===== src/rtl/stack_pkg.sv =====
// stack_pkg: shared definitions for the operand-stack LIFO.
//   WIDTH_DEF / DEPTH_DEF : default data width and entry count
//   ptr_width()           : width needed to hold an occupancy of 0..DEPTH
//   op_t / decode_op()    : per-edge operation decoded from {push, pop}
package stack_pkg;

  localparam int WIDTH_DEF = 8;
  localparam int DEPTH_DEF = 16;

  typedef enum logic [1:0] {
    OP_IDLE    = 2'b00,
    OP_PUSH    = 2'b01,
    OP_POP     = 2'b10,
    OP_REPLACE = 2'b11
  } op_t;

  function automatic int ptr_width(input int depth);
    return $clog2(depth + 1);
  endfunction

  function automatic op_t decode_op(input logic push, input logic pop);
    case ({push, pop})
      2'b10:   return OP_PUSH;
      2'b01:   return OP_POP;
      2'b11:   return OP_REPLACE;
      default: return OP_IDLE;
    endcase
  endfunction

endpackage


===== src/rtl/stack_mem.sv =====
// stack_mem: single-write-port, single-read-port register array.
//   clk   : write clock (rising edge)
//   we    : write enable
//   waddr : write address
//   wdata : write data
//   raddr : read address (asynchronous read)
//   rdata : read data
// Contents are intentionally not reset.
module stack_mem #(
  parameter int WIDTH = 8,
  parameter int DEPTH = 16
) (
  input  logic                     clk,
  input  logic                     we,
  input  logic [$clog2(DEPTH)-1:0] waddr,
  input  logic [WIDTH-1:0]         wdata,
  input  logic [$clog2(DEPTH)-1:0] raddr,
  output logic [WIDTH-1:0]         rdata
);

  logic [WIDTH-1:0] mem [DEPTH];

  always_ff @(posedge clk) begin
    if (we) mem[waddr] <= wdata;
  end

  assign rdata = mem[raddr];

endmodule


===== src/rtl/stack_lifo.sv =====
// stack_lifo: operand stack for the multicycle stack processor.
//   clk, reset       : clock and asynchronous active-high reset
//   push, pop        : operation strobes sampled on the rising edge
//   data_in          : word to push (or to replace the top with)
//   data_out         : registered top of stack, 0 when empty
//   full/empty/count : decoded from the registered stack pointer
// Optional (macro STACK_ERR_FLAGS_EN):
//   err_clear                    : clears the sticky error flags
//   overflow_err / underflow_err : sticky illegal push / pop flags
module stack_lifo
  import stack_pkg::*;
#(
  parameter int WIDTH = WIDTH_DEF,
  parameter int DEPTH = DEPTH_DEF
) (
  input  logic                       clk,
  input  logic                       reset,
  input  logic                       push,
  input  logic                       pop,
  input  logic [WIDTH-1:0]           data_in,
`ifdef STACK_ERR_FLAGS_EN
  input  logic                       err_clear,
  output logic                       overflow_err,
  output logic                       underflow_err,
`endif
  output logic [WIDTH-1:0]           data_out,
  output logic                       full,
  output logic                       empty,
  output logic [$clog2(DEPTH+1)-1:0] count
);

  localparam int PW = ptr_width(DEPTH);
  localparam int AW = $clog2(DEPTH);

  op_t              op;
  logic [PW-1:0]    sp;
  logic [WIDTH-1:0] top;
  logic             is_empty;
  logic             is_full;
  logic             mem_we;
  logic [AW-1:0]    mem_waddr;
  logic [AW-1:0]    mem_raddr;
  logic [WIDTH-1:0] mem_rdata;

  assign op       = decode_op(push, pop);
  assign is_empty = (sp == '0);
  assign is_full  = (sp == PW'(DEPTH));

  // Look-ahead read of the entry beneath the top, so a pop can load it into
  // the top register on the same edge. Modular wrap is harmless: the value
  // is only used when sp >= 2.
  assign mem_raddr = sp[AW-1:0] - AW'(2);

  always_comb begin
    mem_we    = 1'b0;
    mem_waddr = sp[AW-1:0];
    case (op)
      OP_PUSH: mem_we = !is_full;
      OP_REPLACE: begin
        mem_we = 1'b1;
        // On an empty stack a replace degenerates into a plain push at slot 0.
        if (!is_empty) mem_waddr = sp[AW-1:0] - AW'(1);
      end
      default: mem_we = 1'b0;
    endcase
  end

  stack_mem #(
    .WIDTH(WIDTH),
    .DEPTH(DEPTH)
  ) u_mem (
    .clk  (clk),
    .we   (mem_we),
    .waddr(mem_waddr),
    .wdata(data_in),
    .raddr(mem_raddr),
    .rdata(mem_rdata)
  );

  always_ff @(posedge clk or posedge reset) begin
    if (reset) begin
      sp  <= '0;
      top <= '0;
    end else begin
      case (op)
        OP_PUSH: begin
          if (!is_full) begin
            sp  <= sp + PW'(1);
            top <= data_in;
          end
        end
        OP_POP: begin
          if (sp > PW'(1)) begin
            sp  <= sp - PW'(1);
            top <= mem_rdata;
          end else if (!is_empty) begin
            sp  <= '0;
            top <= '0;
          end
        end
        OP_REPLACE: begin
          top <= data_in;
          if (is_empty) sp <= PW'(1);
        end
        default: ;
      endcase
    end
  end

  assign data_out = top;
  assign full     = is_full;
  assign empty    = is_empty;
  assign count    = sp;

`ifdef STACK_ERR_FLAGS_EN
  logic ovf_set;
  logic unf_set;

  assign ovf_set = (op == OP_PUSH) && is_full;
  assign unf_set = ((op == OP_POP) || (op == OP_REPLACE)) && is_empty;

  // A new error on the same edge as err_clear wins: the set is applied last.
  always_ff @(posedge clk or posedge reset) begin
    if (reset) begin
      overflow_err  <= 1'b0;
      underflow_err <= 1'b0;
    end else begin
      if (err_clear) begin
        overflow_err  <= 1'b0;
        underflow_err <= 1'b0;
      end
      if (ovf_set) overflow_err  <= 1'b1;
      if (unf_set) underflow_err <= 1'b1;
    end
  end
`endif

endmodule


===== config.mk =====
export PLATFORM = sky130hd
export DESIGN_NAME = stack_lifo
export DESIGN_NICKNAME = d
export VERILOG_FILES = /design/src/rtl/stack_pkg.sv /design/src/rtl/stack_mem.sv /design/src/rtl/stack_lifo.sv
export SDC_FILE = /design/constraint.sdc
export NUM_CORES = 1
export LEC_CHECK = 0
export ABC_AREA = 0
export CORE_MARGIN = 5
export CORE_UTILIZATION = 40
export CTS_CLUSTER_SIZE = 24
export DETAILED_ROUTE_END_ITERATION = 6
export SYNTH_ARGS = -nofsm -noshare
export SYNTH_HDL_FRONTEND = slang
export SYNTH_SLANG_ARGS = --single-unit

===== constraint.sdc =====
create_clock -name clk -period 9.9 [get_ports clk]
set_input_delay 0.99 -clock clk [delete_from_list [all_inputs] [get_ports clk]]
set_output_delay 0.99 -clock clk [all_outputs]
set_load 0.02 [all_outputs]

==> results.toml <==
[grt]
grt_pass1_vias = 3599
grt_use_total = 0.161
grt-ovfl-total = 0
antenna_found_initial = 0
grt_first_pass_wirelength_um = 21400
grt_max_degree = 55

[logic_synthesis]
synth.distinct_cells = 47
synth_top_family_by_area = "multiplexers"
synth_top_area_frac = 0.622
postSynthCellCount = 406
synth_fp_nets = 425
synth_mux_area_frac = 0.119
yosysMostFrequentCell = "edfxtp_1"
yosys.area.top_type = "edfxtp_1"
synthTopCellsByArea = "edfxtp_1 (62%), mux4_2 (6.9%), dfrtp_1 (5.3%)"
synth_edf_count = 128
syn-cell-area_sq_um = 6180
synth-compound-area-share = 0.0784
synth_xor_area_frac = 0.00567
synth_warnings = 0
ys_ff_latch = 141
syn_area_per_cell_sq_um = 15.2
yosysSeqAreaShare = 0.675
synth_simple_gate_area_frac = 0.0756
synth_ff_type = "edfxtp_1"
synthAdderAreaFrac = 0.0142
ys_top_cells_by_count = "edfxtp_1 (128), nand2_1 (42), nand3_1 (21)"
async_reset_ff_frac = 0.0922

[detailed_routing]
drt_iter0_drc = 412
ant_nets = 0
routed_wl_um = 13700
dr.pass1.iters = 5
viasPerCell = 5.68
post-route-drc-count = 0
num_vias = 3587
wl_per_cell_um = 21.7

[cells_and_area]
diodes = 0
area_growth_pct = 15.0
fillers = 1307
nets = 451
final_layout_size_suffix_gt1_frac = 0.156
fin_util = 0.469

[setup_path]
worst_setup_path_end_kind = "primary output"
worst_setup_path_start_kind = "register"
path_class = "reg -> out"
rrSetupSlack_ps = 6100
critical_path_arrival_ps = 2960
r2r-start = "count[1]"
reg2reg_to = "u_mem.mem[0][6]"
path_max_fanout = 54
cp.required_ps = 8910
r2r_cells = 8

[clock_tree]
cts_num_sinks = 141
clkLatencyLatePin_ps = 420
htree_levels = 4
clkSlewWorstSetupHoldPaths_ps = 50
cts_resized = 0
hold_buffers = 0
cts_made_buffers = 17
cts_setup_buffers = 0
root_buffer = "clkbuf_16"
clk_path_buf_depth = 2
cts_tree = "done"

[worst_hold_path]
hp-start = "data_out[2]"
hold_depth = 2
min_to = "data_out[2]"
hold_path.class = "reg -> reg"

[placed_design]
place.gp.congestion = 0.879
hpwl_um = 8800
numPortBuffers = 26

[floorplanning]
die_h_um = 134
die_w_um = 134
dieArea_sq_um = 18000
num_rows = 45
start_util = 0.408
ios = 27
coreArea_sq_um = 15100

[power]
leakage_nw = 2.41
max-vdd-ir-drop_mv = 0.137
power.density_nw_per_um2 = 309

[timing]
timing.final.crit_share = 0.399
setup_viol = 0
setup_tns_ps = 0
min_period_ps = 3950
hold_violations = 0
grt_setup_unrepaired = "false"
final-max-slew-violation-count = 0
slew_headroom = 0.426
worst_pin_slew_ps = 858
skew_ps = 5.76
max_freq_mhz = 253

[run]
max-cap-violations = 0

[outcome]
status = "finished, final reports clean"
[through the flow]
step	std cells	setup slack (ps)	hold WS [ps]	cell area [sq um]	total power, mW
final	631	5950	562	7100	2.19
after global routing	631	5720	595	7100	2.30
after CTS	631	5970	570	7100	2.20
after detailed placement	601	5680	553	6560	1.62
after global placement	601	5800	549	6560	1.61
after floorplan	406	6480	636	6180	1.37
[routing by layer]
| layer | vias up | GRT usage | routed length [um] |
|---|---|---|---|
| li1 | 1637 | - | - |
| met4 | 0 | 0.0583 | 165 |
| met2 | 147 | 0.254 | 6650 |
| met3 | 16 | 0.0360 | 852 |
| met5 | - | 0 | 0 |
| met1 | 1787 | 0.220 | 6040 |
[layout by cell type (no fill, tap or decap), types with 7 or more instances in the layout]
| cell type | instances |
|---|---|
| edfxtp_1 | 128 |
| nand2_1 | 42 |
| clkdlybuf4s50_1 | 26 |
| nand3_1 | 21 |
| nor2_1 | 20 |
| mux4_2 | 19 |
| a31oi_1 | 18 |
| clkbuf_16 | 17 |
| inv_1 | 15 |
| mux2_2 | 15 |
| mux2i_1 | 14 |
| dfrtp_1 | 11 |
| o21ai_0 | 9 |
| o22ai_1 | 8 |
| a2bb2oi_1 | 8 |
| o221ai_1 | 8 |
| ha_1 | 7 |
[flip-flops by register name, indices dropped and copies added (netlist names)]
| name | cells |
|---|---|
| data_out | 8 |
| u_mem.mem | 128 |
| count | 5 |
[report_power, final]
part	switching (mW)	internal, mW	total [mW]
clock	0.224	0.361	0.585
sequential	0.0426	0.732	0.775
combinational	0.499	0.336	0.834
[critical path, cell delays in order (launching register included)]
cell and delay, ps:
dfrtp_2 380, buf_4 350, inv_1 300, ha_1 260
nor3b_1 420, nand2_1 140, inv_1 70, clkdlybuf4s50_1 600
[cells by family (layout without fill, tap and decap cells)]
family,after synthesis,in the layout
compound gates,68,68
xor+xnor,4,4
fa+ha+maj,7,7
buf+inv,38,75
flops,141,141
mux,48,48
simple gates,100,100
[how the worst max path moves through the flow]
stage,startpoint,end,slack (ps)
2_1_floorplan,count[0],u_mem.mem[5][0],6480
4_1_cts,count[1],full,5970
3_3_place_gp,push,u_mem.mem[6][4],5800
6_report,count[1],full,5950
3_5_place_dp,push,u_mem.mem[6][5],5680
5_1_grt,count[1],full,5720
[final cells by class]
type | count | area [sq um] | share of cell area
tap | 188 | 235 | 0.0331
clock buffer | 19 | 433 | 0.0610
inverter | 15 | 56.3 | 0.00793
multi-input combinational | 227 | 1810 | 0.255
sequential | 141 | 4170 | 0.588
timing repair buffer | 30 | 290 | 0.0409
clock inverter | 11 | 103 | 0.0145
Power figures use the tool's default switching activity.
